--- src/rtl/bp_stall_hist_reader.sv ---
// Per-hart stall-attribution counter bank: one event per counted cycle bumps a
// counter, and a single-outstanding request channel reads counters back with optional clear.
module bp_stall_hist_reader #(
  parameter int num_reasons_p   = 21,
  parameter int counter_width_p = 32,
  parameter int addr_width_p    = 5,
  localparam int num_cnt_lp     = num_reasons_p + 3,
  // The read port must be wide enough to return the full saturation mask.
  localparam int data_width_lp  = (counter_width_p > num_cnt_lp) ? counter_width_p : num_cnt_lp
) (
  input  logic                     clk_i,
  input  logic                     reset_n_i,
  input  logic                     en_i,
  input  logic                     freeze_i,
  input  logic                     commit_v_i,
  input  logic                     stall_reason_v_i,
  input  logic [4:0]               stall_reason_i,
  input  logic                     req_v_i,
  output logic                     req_ready_o,
  input  logic [addr_width_p-1:0]  req_addr_i,
  input  logic                     req_clear_i,
  input  logic                     req_clear_all_i,
  output logic                     resp_v_o,
  input  logic                     resp_yumi_i,
  output logic [data_width_lp-1:0] resp_data_o,
  output logic                     resp_err_o,
  output logic [0:0]               dbg_state_o
);

  localparam logic [0:0] ST_IDLE = 1'b0;
  localparam logic [0:0] ST_RESP = 1'b1;
  localparam logic [addr_width_p-1:0] INSTR_ADDR = addr_width_p'(num_reasons_p);
  localparam logic [addr_width_p-1:0] UNK_ADDR   = addr_width_p'(num_reasons_p + 1);
  localparam logic [addr_width_p-1:0] MASK_ADDR  = addr_width_p'(num_reasons_p + 3);
  localparam logic [counter_width_p-1:0] CNT_MAX = '1;
  localparam logic [counter_width_p-1:0] CNT_ONE = counter_width_p'(1);

  logic [counter_width_p-1:0] r_cnt     [num_cnt_lp];
  logic [counter_width_p-1:0] w_cnt_nxt [num_cnt_lp];
  logic [num_cnt_lp-1:0]      r_mask;
  logic [num_cnt_lp-1:0]      w_mask_nxt;
  logic [num_cnt_lp-1:0]      w_inc;
  logic [num_cnt_lp-1:0]      w_clr;
  logic [0:0]                 r_state;
  logic [data_width_lp-1:0]   r_resp_data;
  logic [data_width_lp-1:0]   w_rd_data;
  logic                       r_resp_err;
  logic                       w_rd_err;
  logic                       w_accept;
  logic                       w_count;
  logic [addr_width_p-1:0]    w_evt_idx;

  // Handshake: a request transfers on a cycle with req_v_i & req_ready_o; the
  // response is held until a cycle with resp_v_o & resp_yumi_i consumes it.
  assign req_ready_o = (r_state == ST_IDLE);
  assign resp_v_o    = (r_state == ST_RESP);
  assign resp_data_o = r_resp_data;
  assign resp_err_o  = r_resp_err;
  assign dbg_state_o = r_state;
  assign w_accept    = req_v_i & req_ready_o;
  assign w_count     = en_i & ~freeze_i;

  always_comb begin
    if (commit_v_i)
      w_evt_idx = INSTR_ADDR;
    else if (stall_reason_v_i && (int'(stall_reason_i) < num_reasons_p))
      w_evt_idx = addr_width_p'(stall_reason_i);
    else
      w_evt_idx = UNK_ADDR;
  end

  // Clear wins over the stale value but never swallows this cycle's event.
  always_comb begin
    w_inc      = '0;
    w_clr      = '0;
    w_mask_nxt = r_mask;
    for (int i = 0; i < num_cnt_lp; i++) begin
      w_inc[i] = w_count & ((i == num_cnt_lp - 1) || (w_evt_idx == addr_width_p'(i)));
      w_clr[i] = w_accept & (req_clear_all_i | (req_clear_i & (req_addr_i == addr_width_p'(i))));
      if (w_clr[i])
        w_cnt_nxt[i] = w_inc[i] ? CNT_ONE : '0;
      else if (w_inc[i] && (r_cnt[i] != CNT_MAX))
        w_cnt_nxt[i] = r_cnt[i] + CNT_ONE;
      else
        w_cnt_nxt[i] = r_cnt[i];
    end
    if (w_accept && (req_clear_all_i || (req_clear_i && (req_addr_i == MASK_ADDR))))
      w_mask_nxt = '0;
    for (int j = 0; j < num_cnt_lp; j++) begin
      if (w_inc[j] && (w_cnt_nxt[j] == CNT_MAX))
        w_mask_nxt[j] = 1'b1;
    end
  end

  always_comb begin
    w_rd_data = '0;
    w_rd_err  = 1'b0;
    if (req_addr_i == MASK_ADDR) begin
      w_rd_data = data_width_lp'(r_mask);
    end else if (req_addr_i > MASK_ADDR) begin
      w_rd_err = 1'b1;
    end else begin
      for (int i = 0; i < num_cnt_lp; i++) begin
        if (req_addr_i == addr_width_p'(i))
          w_rd_data = data_width_lp'(r_cnt[i]);
      end
    end
  end

  always_ff @(posedge clk_i) begin
    if (!reset_n_i) begin
      r_state     <= ST_IDLE;
      r_resp_data <= '0;
      r_resp_err  <= 1'b0;
      r_mask      <= '0;
      for (int i = 0; i < num_cnt_lp; i++) r_cnt[i] <= '0;
    end else begin
      r_mask <= w_mask_nxt;
      for (int i = 0; i < num_cnt_lp; i++) r_cnt[i] <= w_cnt_nxt[i];
      if (r_state == ST_IDLE) begin
        if (w_accept) begin
          r_state     <= ST_RESP;
          r_resp_data <= w_rd_data;
          r_resp_err  <= w_rd_err;
        end
      end else if (resp_yumi_i) begin
        r_state <= ST_IDLE;
      end
    end
  end

endmodule

--- config.mk ---
export PLATFORM = sky130hd
export DESIGN_NAME = bp_stall_hist_reader
export DESIGN_NICKNAME = d
export VERILOG_FILES = /design/src/rtl/bp_stall_hist_reader.sv
export SDC_FILE = /design/constraint.sdc
export NUM_CORES = 2
export LEC_CHECK = 0
export ABC_AREA = 1
export ABC_CLOCK_PERIOD_IN_PS = 2950
export CAP_MARGIN = 10
export CORE_AREA = 2 2 411 413
export CTS_CLUSTER_SIZE = 8
export DETAILED_ROUTE_END_ITERATION = 8
export DIE_AREA = 0 0 413 415
export GPL_ROUTABILITY_DRIVEN = 0
export PLACE_DENSITY = 0.58
export SLEW_MARGIN = 15
export SYNTH_ARGS = -nofsm -noshare
export SYNTH_HDL_FRONTEND = slang
export SYNTH_SLANG_ARGS = --single-unit
export TNS_END_PERCENT = 100
--- constraint.sdc ---
create_clock -name clk_i -period 2.95 [get_ports clk_i]
set_input_delay 0.885 -clock clk_i [delete_from_list [all_inputs] [get_ports clk_i]]
set_output_delay 0.885 -clock clk_i [all_outputs]
set_load 0.005 [all_outputs]
==> reports/results.ini <==
[status]
outcome = finished with violations
violations = DRC, setup timing

[global_route]
grt_use_total_pct = 30.13
grt_start_max_net_pins = 55
antenna_found_initial = 4
grt-ovfl-total = 0
grt_pass1_wl_um = 405600
grt_pass1_vias = 69270

[run]
cap_violations = 0

[critical_path]
cp_common_cell = nand4_1
cp-end-kind = register
cpPeakStageDelay_ns = 0.33
start_kind = input pin
crit_cells = 21
cp.arrival_ns = 4.31
reg2reg_from = r_cnt[0][97]
cp.required_ns = 3.63
crit_type = in2reg
crit_path_cell_trace = buf_12 > inv_4 > nor2_4 > nand3_4 > buf_6 > inv_8 > buf_12 > buf_4 > nand2_8 > a21oi_2 > nand4_1 > nand2_1 > nand4_1 > nand2_2 > nand4_1 > nor2_4 > nand4_1 > nor2_2 > nand4_1 > nand2_1 > a21oi_1
critPathBufInv = 6
cp_max_fo = 5
reg2reg_depth = 16
startpoint = req_addr_i[1]
crit_family = simple AND/OR/NAND/NOR gates
slowest_stage = nand4_1

[die]
rows = 150
initial_core_util_pct = 34.87
ios = 56
die_h_um = 415
core_um2 = 166700
die-area_um2 = 171400
die_w_um = 413

[synth]
synthesis.nets = 9645
ys_ff_latch = 826
seq_area_frac_synth_pct = 28.45
yosysUniqueCellTypes = 60
yosys.area.top_type = dfxtp_1
postSynthAreaPerCell_um2 = 6.053
synthCells = 9601
synth_flop_cell = dfxtp_1
synth_top_cell_area_share_pct = 28.45
async_reset_ff_share_pct = 0
synth-edff-count = 0
netlist_area_um2 = 58120
synth_warnings = 0
synth_area_leaders = dfxtp_1, nand2_1, nor2_1, xor2_1, inv_1

[timing]
setup_violations = 38
fmax_mhz = 275.4
worst_pin_slew_ns = 0.8450
slew_headroom_pct = 42.95
worst_slack_ns = -0.6805
hold_slack_ns = 0.4749
period_needed_ns = 3.630
fin_skew_ns = 0.05221
rsz0062_at_grt = true
slew_viol_final = 0
finalCritPeriodShare_pct = 123.1
hold_violations = 0

[clock_tree]
clock_latency_ns = 0.80
hold_buffers = 0
cts_tree = built
root_buffer = clkbuf_16
cts_sinks = 826
numCtsBuffers = 116
path_clk_slew_ns = 0.06
htree_levels = 3
cts_buffer_depth = 3

[drt]
route.antenna.remaining_nets = 0
firstDrtPassIters = 9
dr.first_iter.drc_count = 9389
wl_per_cell_um = 19.68
routed_via_density = 5.404
totalWireLength_um = 271700
remaining_drc_errors = 57
vias = 74630

[layout]
nFillCells = 16480
final_util_pct = 50.92
area_growth_pct = 46.03
nets = 11620
drive_above_1_share_pct = 27.14

[power]
p_total_w = 0.02641
powerDensity_nw_per_um2 = 311.2
p_leak_nw = 31.48
vdd_drop_max_v = 0.0004991

[placed_design]
hpwlAfterDp_um = 211600
numPortBuffers = 55

[hold_path]
min_from = resp_data_o[25]
hp-class = reg2reg
whs_path_depth = 2

## kinds of logic after synthesis
family / count (synthesis) / synth area share [%]
and+or+nand+nor: 5962 / 44.50
AOI/OAI and AO/OA: 820 / 7.606
xor gates and xnor gates: 653 / 9.841
buffers and inverters: 1315 / 9.070
adders and majority gates: 24 / 0.5167
DFF: 826 / 28.45
muxes: 1 / 0.01722
## flip-flops by register name (all words and copies together) (netlist names)
signal       count
resp_err_o       1
resp_data_o     32
r_cnt          768
r_mask          24
dbg_state_o      1
## worst min-delay path: stages, from the launching register on
cell and delay [ns]:
dfxtp_1 0.31, nand2_1 0.06, a21oi_1 0.05
## stage by stage
stage	worst slack, ns	instance area (um2)	TNS, ns	std cells
floorplan	0.04050	58120	0	9601
global placement	-2.371	75700	-608.96	13480
detailed placement	-2.375	75700	-621.78	13480
CTS	-0.4887	81510	-6.800	13700
global route	-0.5949	84870	-13.99	13810
finish	-0.6805	84870	-12.31	13810
## path summary, 6_finish.rpt
path	to	slack (ns)
worst max-delay path	resp_data_o[23]	-0.68
worst min-delay path	resp_data_o[25]	0.47
worst max register to register	resp_data_o[1]	-0.41
worst min register to register	resp_data_o[25]	0.47
## what timing repair did
action,4_1_cts,5_1_grt
resized for setup,564,702
pin swaps,328,641
gates cloned,8,14
endpoints found under the setup margin,206,57
buffers inserted,74,109
## where the power goes
group	switching, W	total [W]	internal [W]
clock	0.00539	0.0125	0.00716
combinational	0.00158	0.00252	0.000947
sequential	0.0000982	0.0113	0.0112
## layout by cell type (no fill, tap or decap), drive strengths merged, types with 159 or more instances in the layout
master / netlist / layout
nand2: 2508 / 2508
buf: 121 / 2122
nor2: 1774 / 1774
inv: 978 / 977
dfxtp: 826 / 826
nor3: 701 / 701
xor2: 532 / 532
o21ai: 514 / 514
nand4: 381 / 381
nand3: 355 / 355
a21oi: 193 / 193
nor4: 159 / 159
## routing by layer
| layer | part of all wire [%] | track usage (%) | vias to the layer above |
|---|---|---|---|
| met5 | 0.013 | 0 | - |
| met4 | 7.2 | 16.59 | 4 |
| met3 | 11 | 7.257 | 1053 |
| met2 | 41 | 44.70 | 4235 |
| met1 | 40 | 39.85 | 34330 |
| li1 | - | - | 35010 |
## synthesized netlist by cell type (3+ instances only)
master / count
buf_4: 30
or2_2: 29
nor3_1: 681
buf_6: 17
nor4_2: 4
inv_2: 35
nor3_2: 17
o21ai_1: 83
nor3b_1: 11
o21bai_1: 3
and3_1: 11
clkbuf_1: 201
buf_2: 60
nand2_1: 2469
or2_1: 3
clkinv_1: 10
nand4_1: 381
o211ai_1: 89
a211oi_1: 4
nand2_4: 10
nor3_4: 3
nand3b_1: 16
and2_1: 6
nand2_2: 29
buf_1: 14
inv_1: 939
nor2_2: 23
a21oi_2: 5
o21a_1: 10
xor2_1: 532
nor4b_1: 4
dfxtp_1: 826
o21ai_0: 430
inv_4: 4
xnor2_1: 121
nand3_1: 350
nor2_1: 1733
nor4_1: 154
ha_1: 24
nand3_2: 4
nor2_4: 16
a21oi_1: 187
## cell type report
type,count,area (um2),share of cell area (%)
clock buffers,134,3022,3.560
inverters,991,3887,4.581
well taps,2204,2758,3.249
repair inverters,2,20.02,0.02359
clock inverters,9,140.1,0.1651
repair buffers,2182,18540,21.84
diodes,2,5.005,0.005897
multi-input cells,7460,39930,47.04
flip-flops and latches,826,16580,19.53
Note: power is estimated with default switching activity, not from simulation.
